## src/rtl/alarm_ring_ctrl_pkg.sv

```systemverilog
// ---------------------------------------------------------------------------
// alarm_ring_ctrl_pkg
// Shared constants for the alarm output stage: the 2-bit FSM state codes
// and a small helper used to size the session timer.
// ---------------------------------------------------------------------------
package alarm_ring_ctrl_pkg;

   // FSM state encodings (kept as plain 2-bit constants for legacy users)
   localparam logic [1:0] AL_IDLE   = 2'd0;
   localparam logic [1:0] AL_RING   = 2'd1;
   localparam logic [1:0] AL_SNOOZE = 2'd2;

   // Larger of two integers, used to size the shared ring/snooze timer
   function automatic int max_of(input int a, input int b);
      if (a > b) begin
         return a;
      end else begin
         return b;
      end
   endfunction

endpackage

```

## src/rtl/alarm_ring_ctrl_beep_gen.sv

```systemverilog
// ---------------------------------------------------------------------------
// alarm_ring_ctrl_beep_gen
// Produces the buzzer square wave while ringing: 1 s on / 1 s off cadence
// driven by sec_tick, tone toggled by tone_tick during the "on" seconds.
// Ports:
//   clk       system clock
//   reset     asynchronous, active-high reset
//   enable    high while the alarm is (about to be) in RING
//   sec_tick  1 Hz one-cycle pulse
//   tone_tick one-cycle pulse at 2x the tone frequency
//   buzzer    registered buzzer drive
// ---------------------------------------------------------------------------
module alarm_ring_ctrl_beep_gen (
   input  logic clk,
   input  logic reset,
   input  logic enable,
   input  logic sec_tick,
   input  logic tone_tick,
   output logic buzzer
);

   logic en_d_r;
   logic phase_r;
   logic buzzer_r;
   logic rise_s;

   // A new ring session always starts with an audible second
   assign rise_s = enable & ~en_d_r;

   // Cadence phase and tone flip-flop; silent whenever not enabled
   always_ff @(posedge clk or posedge reset) begin
      if (reset) begin
         en_d_r   <= 1'b0;
         phase_r  <= 1'b0;
         buzzer_r <= 1'b0;
      end else begin
         en_d_r <= enable;
         if (!enable) begin
            phase_r  <= 1'b0;
            buzzer_r <= 1'b0;
         end else if (rise_s) begin
            phase_r  <= 1'b1;
            buzzer_r <= 1'b0;
         end else begin
            if (sec_tick) begin
               phase_r <= ~phase_r;
            end else begin
               phase_r <= phase_r;
            end
            // tone uses the phase of the current second, so the last
            // tone edge of an "on" second is still honoured
            if (phase_r) begin
               if (tone_tick) begin
                  buzzer_r <= ~buzzer_r;
               end else begin
                  buzzer_r <= buzzer_r;
               end
            end else begin
               buzzer_r <= 1'b0;
            end
         end
      end
   end

   assign buzzer = buzzer_r;

endmodule

```

## src/rtl/alarm_ring_ctrl.sv

```systemverilog
// ---------------------------------------------------------------------------
// alarm_ring_ctrl
// Turns the alarm-time match level into a ringing session with snooze
// handling, a per-event snooze limit and an auto-timeout.
// Ports:
//   clk, reset   clock and asynchronous active-high reset
//   alarm_on     alarm armed level; low forces IDLE
//   alarm_match  high while current time equals alarm time
//   btn_snooze   debounced one-cycle snooze press
//   btn_stop     debounced one-cycle stop press
//   sec_tick     1 Hz one-cycle pulse
//   tone_tick    one-cycle pulse at 2x buzzer tone frequency
//   buzzer       registered square-wave drive
//   ringing      high in RING
//   snoozing     high in SNOOZE
//   snooze_cnt   snoozes used in the current alarm event
// ---------------------------------------------------------------------------
module alarm_ring_ctrl
   import alarm_ring_ctrl_pkg::*;
#(
   parameter int RING_SEC   = 60,
   parameter int SNOOZE_SEC = 300,
   parameter int MAX_SNOOZE = 3
) (
   input  logic       clk,
   input  logic       reset,
   input  logic       alarm_on,
   input  logic       alarm_match,
   input  logic       btn_snooze,
   input  logic       btn_stop,
   input  logic       sec_tick,
   input  logic       tone_tick,
   output logic       buzzer,
   output logic       ringing,
   output logic       snoozing,
   output logic [1:0] snooze_cnt
);

   localparam int TW = $clog2(max_of(RING_SEC, SNOOZE_SEC) + 1);
   localparam logic [TW-1:0] RING_LAST   = TW'(RING_SEC - 1);
   localparam logic [TW-1:0] SNOOZE_LAST = TW'(SNOOZE_SEC - 1);
   localparam logic [1:0]    SNOOZE_LIM  = 2'(MAX_SNOOZE);

   logic [1:0]    state_r;
   logic [1:0]    state_nxt_s;
   logic          match_d_r;
   logic [TW-1:0] timer_r;
   logic [1:0]    cnt_r;
   logic [1:0]    cnt_nxt_s;
   logic          ringing_r;
   logic          snoozing_r;
   logic          trigger_s;
   logic          ring_exp_s;
   logic          snooze_exp_s;
   logic          ring_en_s;

   // Only the rising edge of the match level starts an event, so a match
   // that is still high after a stop does not ring again
   assign trigger_s    = alarm_match & ~match_d_r & alarm_on;
   assign ring_exp_s   = sec_tick & (timer_r == RING_LAST);
   assign snooze_exp_s = sec_tick & (timer_r == SNOOZE_LAST);

   // Next-state and snooze-count decision, in priority order
   always_comb begin
      state_nxt_s = state_r;
      cnt_nxt_s   = cnt_r;
      if (!alarm_on) begin
         state_nxt_s = AL_IDLE;
         cnt_nxt_s   = 2'd0;
      end else begin
         case (state_r)
            AL_IDLE: begin
               if (trigger_s) begin
                  state_nxt_s = AL_RING;
                  cnt_nxt_s   = 2'd0;
               end else begin
                  state_nxt_s = AL_IDLE;
               end
            end
            AL_RING: begin
               if (btn_stop) begin
                  state_nxt_s = AL_IDLE;
                  cnt_nxt_s   = 2'd0;
               end else if (btn_snooze && (cnt_r < SNOOZE_LIM)) begin
                  state_nxt_s = AL_SNOOZE;
                  cnt_nxt_s   = cnt_r + 2'd1;
               end else if (ring_exp_s) begin
                  state_nxt_s = AL_IDLE;
                  cnt_nxt_s   = 2'd0;
               end else begin
                  state_nxt_s = AL_RING;
               end
            end
            AL_SNOOZE: begin
               if (btn_stop) begin
                  state_nxt_s = AL_IDLE;
                  cnt_nxt_s   = 2'd0;
               end else if (snooze_exp_s) begin
                  state_nxt_s = AL_RING;
               end else begin
                  state_nxt_s = AL_SNOOZE;
               end
            end
            default: begin
               state_nxt_s = AL_IDLE;
               cnt_nxt_s   = 2'd0;
            end
         endcase
      end
   end

   // State, counters and registered status decodes
   always_ff @(posedge clk or posedge reset) begin
      if (reset) begin
         state_r    <= AL_IDLE;
         match_d_r  <= 1'b0;
         timer_r    <= '0;
         cnt_r      <= 2'd0;
         ringing_r  <= 1'b0;
         snoozing_r <= 1'b0;
      end else begin
         state_r    <= state_nxt_s;
         match_d_r  <= alarm_match;
         cnt_r      <= cnt_nxt_s;
         ringing_r  <= (state_nxt_s == AL_RING);
         snoozing_r <= (state_nxt_s == AL_SNOOZE);
         // any transition restarts the timer and swallows a coincident tick
         if (state_nxt_s != state_r) begin
            timer_r <= '0;
         end else if (sec_tick && (state_r != AL_IDLE)) begin
            timer_r <= timer_r + TW'(1);
         end else begin
            timer_r <= timer_r;
         end
      end
   end

   assign ring_en_s = (state_nxt_s == AL_RING);

   alarm_ring_ctrl_beep_gen u_beep_gen (
      .clk       (clk),
      .reset     (reset),
      .enable    (ring_en_s),
      .sec_tick  (sec_tick),
      .tone_tick (tone_tick),
      .buzzer    (buzzer)
   );

   assign ringing    = ringing_r;
   assign snoozing   = snoozing_r;
   assign snooze_cnt = cnt_r;

endmodule

```

## config.mk

```make
export PLATFORM = sky130hd
export DESIGN_NAME = alarm_ring_ctrl
export DESIGN_NICKNAME = d
export VERILOG_FILES = /design/src/rtl/alarm_ring_ctrl_pkg.sv /design/src/rtl/alarm_ring_ctrl_beep_gen.sv /design/src/rtl/alarm_ring_ctrl.sv
export SDC_FILE = /design/constraint.sdc
export NUM_CORES = 1
export LEC_CHECK = 0
export ABC_AREA = 0
export BUFFER_PORTS_ARGS = -buffer_cell sky130_fd_sc_hd__buf_4
export CORE_UTILIZATION = 63
export CTS_BUF_LIST = sky130_fd_sc_hd__clkbuf_8
export DETAILED_ROUTE_END_ITERATION = 12
export PLACE_DENSITY = 0.83
export SYNTH_ARGS = -nofsm -noshare
export SYNTH_HDL_FRONTEND = slang
export SYNTH_SLANG_ARGS = --single-unit
```

## constraint.sdc

```tcl
create_clock -name clk -period 2.6 [get_ports clk]
set_clock_uncertainty 0.15 [all_clocks]
set_input_delay 0.26 -clock clk [delete_from_list [all_inputs] [get_ports clk]]
set_output_delay 0.26 -clock clk [all_outputs]
set_load 0.005 [all_outputs]
```

==> impl_results.md <==
* Later-pin clock latency in the skew report at 250 ps
* Initial antenna violation count at 0
* Detail Route Antenna Nets at 0
* Reg2Reg Setup Slack at 730 ps
* Drt pass-1 iters at 5
* Crit path kind: input pin to flip-flop
* Status: finished clean
* GRT Total Usage at 25.9%
* CTS root buf: clkbuf_8
* DRT iter0 DRCs at 23
* H-tree Lvls at 1
* DRT Wirelength at 2.03 mm
* Initial Util at 68.1%
* Fraction of layout cells with a size suffix above 1 at 23.2%
* Setup Slack @ Placement at 788 ps
* Number of diodes at 0
* CTS resizes at 0
* GR Util met3 at 3.88%
* Port bufs at 12
* RSZ-0062 raised after global routing: no
* Post-synthesis cell type count at 36
* Boundary pin count at 13
* Fin area at 0.00117 sq mm
* Global routing's busiest layer: met2
* Multi-input logic area at 544 sq um
* CP arrival at 1860 ps
* Min-delay worst type: input pin to flip-flop
* # DRC at 0
* Peak supply drop at 0.384 mV
* Rel. slew slack at 55.9%
* Synth top area share at 43.9%
* Register area share after synthesis at 43.9%
* Syn Nets at 108
* Placed cells at 123
* Row cnt at 14
* Leak at 0.491 nW
* Grt ovf at 0
* Total core area at 0.00151 sq mm
* Final Net Count at 124
* Register area at 450 sq um
* Die X at 42.4 um
* Post-DP HPWL at 1.37 mm
* Placed cell area at 0.00111 sq mm
* Cells after Synth at 98
* Final hold violation count at 0
* Via count at 824
* Startpoint types: input pin
* Warnings from Yosys at 0
* Synthesis-to-finish area growth at 14.4%
* Largest net degree at the start of global routing at 19
* Setup crit end kind: flip-flop
* Post-route insts no fill at 128
* Area contributors post-synth: dfrtp_1, xnor2_1, nor4_1
* Worst-path clk slew at 60 ps
* Die area at 0.00179 sq mm
* Post-synth top area cell: dfrtp_1
* Wirelength per Cell at 15.9 um
* CP required at 2560 ps
* Final number of setup-violating endpoints at 0
* Fillers at 108
* Setup_tns at 0 ps
* Vias per cell at 6.44
* M1 GR Usage at 35.1%
* Vias in the first global route at 780
* Crit Path Max Fanout at 9
* CTS Buf Count at 3
* Syn Area/Cell at 10.5 sq um
* Global-route wire length before repair at 3.46 mm
* CTS tree: yes
* Longest Clk Path Bufs at 2
* MaxCap Viol Count at 0
* Clk sinks at 18
* Postcts setup bufs at 0
* PnR worst setup slack at 703 ps
* Met2 Use GR at 42.2%
* Least-Margin Pin Slew at 661 ps
* Share of the clock period used by the worst path at 73.0%
* Final Util at 77.9%
* Slew Viols, Final at 0
* Pwr dens at 468 mW/mm^2
* Post-Synthesis Cell Area at 0.00103 sq mm
* Die H at 42.4 um
* Min Clock Period, post-route at 1900 ps
* Fmax at 527 MHz
* #FFs+latches synth at 18
* GPL Wtd Cong at 0.751
[worst max-delay path: stages]
cell,delay (ps)
dlygate4sd3_1,540
buf_4,120
or4b_4,470
a21oi_2,360
nor4_1,120
[layer usage]
metal | vias up | share of wire (%)
li1 | 397 | -
met1 | 398 | 47
met2 | 24 | 47
met3 | 5 | 3.7
met4 | 0 | 1.7
met5 | - | 0
[logic make-up (layout without fill, tap and decap cells)]
| group | Yosys count | count (layout) | share of synthesized area (%) |
|---|---|---|---|
| XOR/XNOR | 10 | 10 | 8.54 |
| AO/OA/AOI/OAI | 17 | 17 | 12.4 |
| adder cells (fa/ha/maj) | 2 | 2 | 2.44 |
| AND/OR/NAND/NOR | 45 | 45 | 28.7 |
| buffers and inverters | 5 | 19 | 3.05 |
| flip-flops | 18 | 18 | 43.9 |
| multiplexers | 1 | 1 | 0.976 |
[placed cells by master (no fill, tap or decap), types with 4 or more instances in the layout]
master   count
xnor2_1      8
nor3_1       4
buf_4       12
nand2_1      5
nor4_1       9
a21oi_1      4
nor2_1       4
dfrtp_1     18
nand4_1      4
[what timing repair did]
item                                    in CTS  in global routing
endpoints found under the setup margin       0                  0
hold buffers                                 2                  0
hold endpoints to repair                    19                  0
[state kept, by name, indices dropped and copies added, names as in the netlist]
name                count
timer_r                 9
snooze_cnt              2
state_r                 2
match_d_r               1
snoozing                1
u_beep_gen.buzzer       1
u_beep_gen.en_d_r       1
u_beep_gen.phase_r      1
[synthesized netlist by cell type]
master	instances
xor2_1	2
mux2i_1	1
a31oi_2	1
dfrtp_1	18
o211ai_1	1
nor4_1	9
inv_1	2
or4b_4	1
nand2b_1	2
or3b_4	1
nor3_2	1
nor3b_1	2
nand2_1	5
xnor2_1	8
nand4_1	4
and3b_1	2
buf_2	1
nor3_1	4
a21bo_2	1
a31oi_1	2
buf_4	1
a221oi_2	1
a21oi_1	4
nor3b_2	1
a21boi_2	1
nor2_1	4
a211oi_1	2
and2_4	1
nand3_1	3
a21oi_2	1
ha_1	2
nand4b_1	1
buf_6	1
nor4b_2	1
nor2b_1	3
o21ai_0	3
[report_power, final]
group / switching [mW] / total, mW / internal, mW
clock: 0.0844 / 0.187 / 0.103
combinational: 0.0338 / 0.0640 / 0.0302
sequential: 0.00941 / 0.298 / 0.289
[through the flow]
step	total power [mW]	hold slack [ps]
after floorplan	0.343	48.6
after global placement	0.360	231
after detailed placement	0.362	238
after CTS	0.551	155
after global routing	0.572	162
final	0.549	156
[final timing paths]
check	from	to	cells after the start
max	alarm_match	timer_r[1]$_DFFE_PP0P_	5
min reg2reg	snooze_cnt[0]$_DFFE_PP0P_	snooze_cnt[0]$_DFFE_PP0P_	1
max reg2reg	state_r[0]$_DFF_PP0_	timer_r[1]$_DFFE_PP0P_	4
min in group asynchronous	reset	u_beep_gen.buzzer$_DFFE_PP0P_	3
max in group asynchronous	reset	u_beep_gen.phase_r$_DFFE_PP0P_	3
min	tone_tick	u_beep_gen.buzzer$_DFFE_PP0P_	4
[final cells by class]
cell class | instances | share of cell area [%]
flip-flops and latches | 18 | 38.4
clock buffers | 3 | 3.52
multi-input cells | 75 | 46.4
inverters | 2 | 0.640
repair buffers | 14 | 9.38
well taps | 16 | 1.71
Note: power is estimated with default switching activity, not from simulation.
